File: config.mk
export PLATFORM = sky130hd
export DESIGN_NAME = arp_sample_sequencer
export DESIGN_NICKNAME = d
export VERILOG_FILES = /design/src/rtl/arp_sample_sequencer.sv
export SDC_FILE = /design/constraint.sdc
export NUM_CORES = 1
export LEC_CHECK = 0
export ABC_AREA = 1
export CAP_MARGIN = 5
export CORE_MARGIN = 4
export CORE_UTILIZATION = 60
export CTS_CLUSTER_SIZE = 8
export DETAILED_ROUTE_END_ITERATION = 10
export PLACE_DENSITY = 0.79
export REMOVE_ABC_BUFFERS = 1
export SYNTH_ARGS = -nofsm -noshare
export SYNTH_HDL_FRONTEND = slang
export SYNTH_SLANG_ARGS = --single-unit
File: constraint.sdc
create_clock -name CLK100MHZ -period 12.19 [get_ports CLK100MHZ]
set_input_delay 3.0475 -clock CLK100MHZ [delete_from_list [all_inputs] [get_ports CLK100MHZ]]
set_output_delay 3.0475 -clock CLK100MHZ [all_outputs]
set_load 0.01 [all_outputs]
File: src/rtl/arp_sample_sequencer.sv
// arp_sample_sequencer: wavetable address/sample sequencer with a four-note arpeggiator
module arp_sample_sequencer #(
  parameter int ADDR_W      = 8,
  parameter int DATA_W      = 11,
  parameter int BASE_OFFSET = 746,
  parameter int NOTE_HOLD   = 25_000_000
) (
  input  logic              CLK100MHZ,
  input  logic              CPU_RESETN,
  input  logic [7:0]        SW,
  input  logic              arp_en,
  output logic [ADDR_W-1:0] mem_addr,
  input  logic [DATA_W-1:0] mem_data,
  output logic [DATA_W-1:0] sample,
  output logic              sample_valid,
  output logic [1:0]        note
);
  localparam int HW = $clog2(NOTE_HOLD + 1);
  localparam logic [HW-1:0] HOLD_LAST = HW'(NOTE_HOLD - 1);
  typedef enum logic [1:0] {NOTE0, NOTE1, NOTE2, NOTE3} note_t;
  note_t         note_q;
  logic [HW-1:0] hold_cnt;
  logic [9:0]    p_base, period, period_next, div_cnt;
  logic [10:0]   mult;
  logic [20:0]   product;
  logic          tick;
  assign p_base = 10'(BASE_OFFSET) + 10'(SW);
  always_comb begin
    mult = note_q == NOTE0 ? 11'd1024 : note_q == NOTE1 ? 11'd819 : note_q == NOTE2 ? 11'd683 : 11'd512;
    product = 21'(p_base) * 21'(mult);
    period_next = 10'(product >> 10);
  end
  // a zero period only exists in the first clock after reset, before any period is computed
  assign tick = period != '0 && div_cnt >= period - 10'd1;
  assign note = note_q;
  always_ff @(posedge CLK100MHZ or negedge CPU_RESETN)
    if (!CPU_RESETN) begin
      mem_addr <= '0;
      sample <= '0;
      sample_valid <= 1'b0;
      note_q <= NOTE0;
      hold_cnt <= '0;
      div_cnt <= '0;
      period <= '0;
    end else begin
      period <= period_next;
      div_cnt <= (tick || period == '0) ? '0 : div_cnt + 10'd1;
      sample_valid <= tick;
      if (tick) begin
        sample <= mem_data;
        mem_addr <= mem_addr + ADDR_W'(1);
      end
      if (!arp_en) begin
        hold_cnt <= '0;
        note_q <= NOTE0;
      end else if (hold_cnt == HOLD_LAST) begin
        hold_cnt <= '0;
        note_q <= note_t'(note_q + 2'd1);
      end else
        hold_cnt <= hold_cnt + HW'(1);
    end
endmodule

# Word level (Yosys, flattened, before mapping)
# Index checks and enable logic that the tools add are counted.
# totals
regBits,67
out_inout_bits,22
# classes
add_sub_neg,6
multipliers,1
order_cmp,1
n_eq_ne,4
n_mux,8
n_reduce_logical,5
# op_table
op,count
25-bit two-way mux,2
25-bit by 1-bit adder with 25-bit output (second input constant),1
25-bit equality test (second input constant),1
10-bit by 11-bit multiplier with 20-bit output,1
11-bit two-way mux,1
10-bit by 1-bit adder with 10-bit output (second input constant),1
10-bit by 8-bit adder with 10-bit output (first input constant),1
10-bit greater-or-equal comparator,1
10-bit logical NOT,1
10-bit two-way mux,1
10-bit nonzero test,1
10-bit by 1-bit subtractor with 10-bit output (second input constant),1
9-bit two-way mux,1
8-bit by 1-bit adder with 8-bit output (second input constant),1
8-bit two-way mux,1
2-bit two-way mux,2
2-bit by 1-bit adder with 2-bit output (second input constant),1
2-bit by 1-bit equality test with 1-bit output (second input constant),1
2-bit equality test (second input constant),1
2-bit logical NOT,1
2-bit by 1-bit inequality test with 1-bit output (second input constant),1
1-bit logical AND,1
1-bit logical OR,1

# Longest topological paths before layout
# Gate-level depths: netlist (run 1).
# logic_depth
ltp_word,5
mapped_depth,26
ltp_nobuf,26

# Least setup slack after synthesis (run 1)
# No wires, ideal clock.
# synth_path
path_kind,input-to-reg
startpoint,input port SW[1]
endpoint,register period[5]
setup_time_ns,0.125
t_arrival_ns,7.476
slack_ns,4.590
stages,22
path_cell_list,ha_1 > inv_1 > a21oi_1 > xor2_1 > nor2_1 > fa_1 > inv_1 > fa_1 > inv_1 > fa_1 > fa_1 > inv_1 > fa_1 > inv_1 > ha_1 > nand2_1 > a21oi_1 > nor2_1 > nor2_1 > nor2_1 > nand2_1 > xor2_1
# synth_between
elab_chain_cells,2
# synth_rtl
element,line_no,source
start: declaration,10,"input logic [7:0] SW,"
10-bit by 8-bit adder with 10-bit output,27,assign p_base = 10'(BASE_OFFSET) + 10'(SW);
10-bit by 11-bit multiplier with 20-bit output,30,product = 21'(p_base) * 21'(mult);
via product[15],25,logic [20:0] product;
end signal: assignment,46,period <= period_next;
end: declaration,23,"logic [9:0] p_base, period, period_next, div_cnt;"
# The timed path passes the listed nets, and every way through them passes these cells.
# A chain may end at the register's enable or synchronous reset.

# Worst setup path in the final report (run 1)
# Ends and elaborated chain as after synthesis.

==> impl_results.md, run 1 <==
* Setup Skew at 5.65 ps
* Crit end category: flop
* Setup Crit Path Kind: in2reg
* Tot Pwr at 1.76 mW
* WL/cell at 12.8 µm
* Worst EP required at 12390 ps
* Share of cells above drive strength 1 at 4.34%
* Worst slew pin tran at 828 ps
* Starting DRT DRC Count at 406
* Routability Congestion at 0.926
* Crit. Startpoint: SW[1]
* Static Leakage at 4.09 nW
* FF/Latch Area at 1680 µm²
* Synth Area in Compound Gates at 3.16%
* CTS H-tree depth at 3
* Mapped Area at 6770 µm²
* Pwr per Cell Area at 230 nW/µm²
* Final nets at 1088
* Commonest non-fill, non-tap cell in the layout: nand2_1
* Setup_tns at 0 ps
* Die area at 13000 µm²
* Final Cycle Share at 67.6%
* Placement-stage cell area at 7320 µm²
* HP Start: hold_cnt[24]$_DFF_PN0_
* Maximum fanout along the worst path at 7
* Post-synthesis mux area share at 0%
* Clk Latency, worst-skew pair at 330 ps
* Initial core utilization at 61.9%
* # DRC at 0
* Final Hold Fails at 0
* Antenna-violating nets left at 0
* Area occupied by multi-input gates at 4380 µm²
* Worst r2r src: note[0]$_DFFE_PN0P_
* CTS resizes at 0
* First-pass GRT wire length at 24.1 mm
* CORE AREA at 10900 µm²
* Router iterations before antenna repair at 5
* Pin count of the biggest net entering global routing at 68
* Yosys reg bits at 67
* Post-CTS setup buffer count at 0
* Netlist cell types at 37
* Worst vdd ir at 0.194 mV
* # fillers at 888
* Fmax at 121 MHz
* Cell taking the most area after synthesis: dfrtp_1
* Clk slew on worst S/H paths at 50 ps
* Max_cap viols at 0
* Die Y at 114 µm
* Die extent in x at 114 µm
* Io pins at 44
* Status: finished, final reports clean
* Worst Hold Class: reg2reg
* Largest family of logic cells by synthesized area: adder cells
* HPWL after DPL at 11.3 mm
* Worst Path Arrival at 8440 ps
* IO Port Bufs at 43
* Synth Warn # at 0
* Vias at 5605
* CTS Buffer Depth at 2
* Setup-failing EPs final at 0
* GRT Total Usage at 22.6%
* CTS tree: yes
* Sequential fraction of the synthesis area at 24.8%
* Post-synthesis area per instance at 7.59 µm²
* Xor-xnor portion of the synthesized cell area at 4.27%
* CTS Buf Count at 9
* Placement row count at 38
* Number of global-route vias before repair at 5500
* Area Growth Syn to Fin at 12.7%
* Worst relative slew slack at 44.8%
* Setup crit start kind: primary input
* Post-Synth Simple-Gate Area at 28.4%
* Tmin final at 8240 ps
* Final wirelength at 13.9 mm
* Fin Hold WS at 437 ps
* Ranking of synthesized cells by area: dfrtp_1 (25%), fa_1 (14%), ha_1 (14%), nand2_1 (12%), inv_1 (9.6%)
* RSZ-0062 raised after global routing: no
* Clock root buffer: clkbuf_16
* Post-Synth Adder-Cell Area at 28.7%
* Most frequent cells in the layout: nand2_1 (217), inv_1 (173), nor2_1 (115), ha_1 (77), dfrtp_1 (67)
* Synth top area share at 24.8%
* N_diodes at 0
* Grt total ovfl at 0
* Antenna violations before repair at 0
* Count of pins over their slew limit at 0
* Post-CTS Hold Buffers at 0
* CTS Sinks at 67
* Synth Instances at 892
* Vias per Instance at 5.17
* Area of all placed cells without fillers at 7630 µm²
[area by class of cell]
| class | count | share of cell area (%) |
|---|---|---|
| clock buffers | 15 | 3.64 |
| clock inverters | 1 | 0.394 |
| inverters | 176 | 8.66 |
| multi-input cells | 642 | 57.4 |
| well taps | 140 | 2.30 |
| repair buffers | 44 | 5.67 |
| flip-flops and latches | 67 | 22.0 |
[state kept, by name, summed over array words and instances (netlist names)]
| register | flops |
|---|---|
| mem_addr | 8 |
| note | 2 |
| period | 10 |
| hold_cnt | 25 |
| sample | 11 |
| sample_valid | 1 |
| div_cnt | 10 |
[final timing paths]
check | endpoint | cells past startpoint | slack [ps]
setup / recovery | period[5]$_DFF_PN0_ | 23 | 3950
hold / removal | hold_cnt[24]$_DFF_PN0_ | 1 | 440
setup reg to reg | period[5]$_DFF_PN0_ | 21 | 6880
min in group asynchronous | sample[7]$_DFFE_PN0P_ | 2 | 2900
max in group asynchronous | hold_cnt[3]$_DFF_PN0_ | 2 | 8740
hold reg to reg | hold_cnt[24]$_DFF_PN0_ | 1 | 440
[cell usage after synthesis, drive strengths merged]
master and number:
nor3b 3, nor2 121, or2 1, nor3 21
clkinv 1, nor4 3, nand2 227, nand3b 3
inv 175, nand3 53, a21o 1, o21bai 3
clkbuf 3, fa 49, dfrtp 67, nand4 9
a31oi 1, o21ai 13, xor2 20, conb 1
ha 77, buf 5, xnor2 13, o21a 1
a21oi 21
[per-layer routing]
| layer | global-route usage (%) | up-vias | share of wire (%) |
|---|---|---|---|
| met5 | 0 | - | 0 |
| met4 | 8.16 | 0 | 2.8 |
| met3 | 3.12 | 28 | 4.6 |
| met2 | 38.6 | 123 | 49 |
| met1 | 29.6 | 2623 | 44 |
| li1 | - | 2831 | - |
[cells by family (layout without fill, tap and decap cells)]
logic type               count (synthesis)  in the layout
AND/OR/NAND/NOR                        441            441
buffers and inverters                  184            236
adder cells (fa/ha/maj)                126            126
flip-flops                              67             67
AO/OA/AOI/OAI                           40             40
XOR/XNOR                                33             33
other                                    1              2
[metrics by stage]
stage / setup WS, ps / cells / util (%)
after global routing: 3570 / 1085 / 69.8
after global placement: 3740 / 1069 / 66.9
after detailed placement: 3630 / 1069 / 66.9
after CTS: 3980 / 1085 / 69.8
final: 3950 / 1085 / 69.8
after floorplan: 4590 / 885 / -
[where the power goes]
part           total, mW  leakage (nW)  switching, mW  internal (mW)
combinational       1.17          3.07          0.711          0.457
sequential         0.329         0.865         0.0406          0.288
clock              0.262         0.150         0.0866          0.175
total               1.76          4.09          0.838          0.920
[worst max-delay path, stage by stage]
cell and delay [ps]:
clkdlybuf4s50_1 610, ha_1 220, inv_1 60, a21oi_1 210, xor2_1 360, nor2_1 130
fa_1 510, inv_1 50, fa_1 470, inv_1 50, fa_1 500, fa_1 540
inv_1 50, fa_1 520, inv_1 40, ha_1 310, nand2_1 130, a21oi_1 50
nor2_1 210, nor2_1 70, nor2_1 90, nand2_1 60, xor2_1 130
No activity file was read; power rests on OpenSTA's default activity.
==> run 2, diff against run 1 <==
==> constraint.sdc (replaced) <==
create_clock -name CLK100MHZ -period 8.35 [get_ports CLK100MHZ]
set_input_delay 2.0875 -clock CLK100MHZ [delete_from_list [all_inputs] [get_ports CLK100MHZ]]
set_output_delay 2.0875 -clock CLK100MHZ [all_outputs]
set_load 0.01 [all_outputs]
==> run 2 against run 1 <==
Against the previous run:
- via count down 0.27%
- clock skew up 0.93 ps
- first-iteration DRC count down 3.4%
- wire length down 1.5%
- sequential cell count unchanged
- cell area unchanged
==> impl_results.md, run 2 (synthesis gave the netlist of run 1 again) <==
* Status: finished, final reports clean
* N_diodes at 0
* Clock root buffer: clkbuf_16
* Fmax at 138 MHz
* Area of all placed cells without fillers at 7630 µm²
* CTS Buf Count at 9
* Routability Congestion at 0.926
* Worst vdd ir at 0.322 mV
* Setup_tns at 0 ps
* CTS Buffer Depth at 2
* Static Leakage at 4.09 nW
* # fillers at 890
* Die extent in x at 114 µm
* # DRC at 0
* Placed insts at 1069
* Worst EP required at 8560 ps
* Count of pins over their slew limit at 0
* Die area at 13000 µm²
* WHS Path Cells at 1
* Final Util at 69.8%
* CTS tree: yes
* GRT Total Usage at 23.0%
* Most frequent cells in the layout: nand2_1 (217), inv_1 (173), nor2_1 (115), ha_1 (77), dfrtp_1 (67)
* Clk network pwr share at 15.0%
* Setup-failing EPs final at 0
* Final Cycle Share at 86.9%
* Crit end category: flop
* Antenna-violating nets left at 0
* CTS H-tree depth at 3
* Clk slew on worst S/H paths at 50 ps
* RSZ-0062 raised after global routing: no
* Most flops, register: hold_cnt
* Fin Hold WS at 444 ps
* Tot Pwr at 2.57 mW
* Vias per Instance at 5.15
* Crit-path leading delay family: adder cells
* Setup Crit Path Kind: in2reg
* Initial core utilization at 61.9%
* Final nets at 1088
* Pin count of the biggest net entering global routing at 68
* NetSw at 1.23 mW
* Max_cap viols at 0
* Starting DRT DRC Count at 392
* Number of global-route vias before repair at 5597
* Switch share at 47.8%
* Max reg flops at 25
* Placement row count at 38
* Setup Skew at 6.58 ps
* WL/cell at 12.6 µm
* Worst Path Arrival at 7460 ps
* IO Port Bufs at 43
* Flop-to-flop setup slack at 3050 ps
* Router iterations before antenna repair at 4
* Biggest regs: hold_cnt x25, sample x11
* Hold endpoint: hold_cnt[24]$_DFF_PN0_
* Share of cells above drive strength 1 at 4.34%
* CTS resizes at 0
* Worst relative slew slack at 44.3%
* Setup crit start kind: primary input
* Die Y at 114 µm
* Grt total ovfl at 0
* CTS Sinks at 67
* Io pins at 44
* PnR worst setup slack at 1100 ps
* Clk Latency, worst-skew pair at 330 ps
* Sequential group share of total power at 18.7%
* HPWL after DPL at 11.2 mm
* Post-CTS Hold Buffers at 0
* Area Growth Syn to Fin at 12.7%
* Commonest non-fill, non-tap cell in the layout: nand2_1
* Pwr per Cell Area at 337 nW/µm²
* HP Start: hold_cnt[24]$_DFF_PN0_
* Dpl ws at 750 ps
* Vias at 5590
* Internal at 1.34 mW
* Worst Hold Class: reg2reg
* CP Buf/Inv Count at 6
* Final wirelength at 13.7 mm
* Placement-stage cell area at 7320 µm²
* Max incr delay on CP at 600 ps
* Antenna violations before repair at 0
* Slowest cell on the critical path: clkdlybuf4s50_1
* Post-CTS setup buffer count at 0
* Worst r2r src: note[0]$_DFFE_PN0P_
* Layout Cells excl Fill at 1085
* Maximum fanout along the worst path at 7
* RR Endpoint: period[5]$_DFF_PN0_
* Combinational power share at 66.3%
* Worst slew pin tran at 835 ps
* CORE AREA at 10900 µm²
* Tmin final at 7250 ps
* Final Hold Fails at 0
* Critical-path cell list: clkdlybuf4s50_1 > ha_1 > inv_1 > a21oi_1 > xor2_1 > nor2_1 > fa_1 > inv_1 > fa_1 > inv_1 > fa_1 > fa_1 > inv_1 > fa_1 > inv_1 > ha_1 > nand2_1 > a21oi_1 > nor2_1 > nor2_1 > nor2_1 > nand2_1 > xor2_1
* FF-to-FF path depth at 21
* First-pass GRT wire length at 24.5 mm
## run 2: cell counts in the layout (fill, tap and decap cells not counted)
Identical to the previous run, type by type.
## run 2: cell type report
class                      count  area (µm²)  area share (%)
sequential                    67        1680            22.0
multi-input combinational    642        4380            57.4
clock buffer                  15         278            3.64
clock inverter                 1        30.0           0.394
timing repair buffer          44         433            5.67
tap                          140         175            2.30
inverter                     176         661            8.66
## run 2: how the worst max path moves through the flow
stage               start                   to  cells past startpoint  slack (ps)
floorplan           SW[1]  period[5]$_DFF_PN0_                     22        1710
global placement    SW[1]  period[5]$_DFF_PN0_                     23         860
detailed placement  SW[1]  period[5]$_DFF_PN0_                     23         750
CTS                 SW[1]  period[5]$_DFF_PN0_                     23        1100
global route        SW[1]  period[9]$_DFF_PN0_                     24         700
finish              SW[1]  period[5]$_DFF_PN0_                     23        1100
## run 2: routing by layer
metal / GRT usage [%] / vias to the layer above / share of wire [%]
li1: - / 2830 / -
met1: 30.0 / 2619 / 43
met2: 38.2 / 111 / 50
met3: 3.96 / 30 / 3.8
met4: 8.95 / 0 / 2.9
met5: 0 / - / 0
## run 2: power by group through the flow
| stage | Combinational [mW] | Sequential, mW | Clock, mW |
|---|---|---|---|
| 6_report | 1.70 | 0.481 | 0.385 |
| 5_1_grt | 2.00 | 0.495 | 0.409 |
| 4_1_cts | 1.72 | 0.481 | 0.393 |
| 3_5_place_dp | 1.70 | 0.484 | 0 |
| 3_3_place_gp | 1.67 | 0.482 | 0 |
| 2_1_floorplan | 1.26 | 0.492 | 0 |
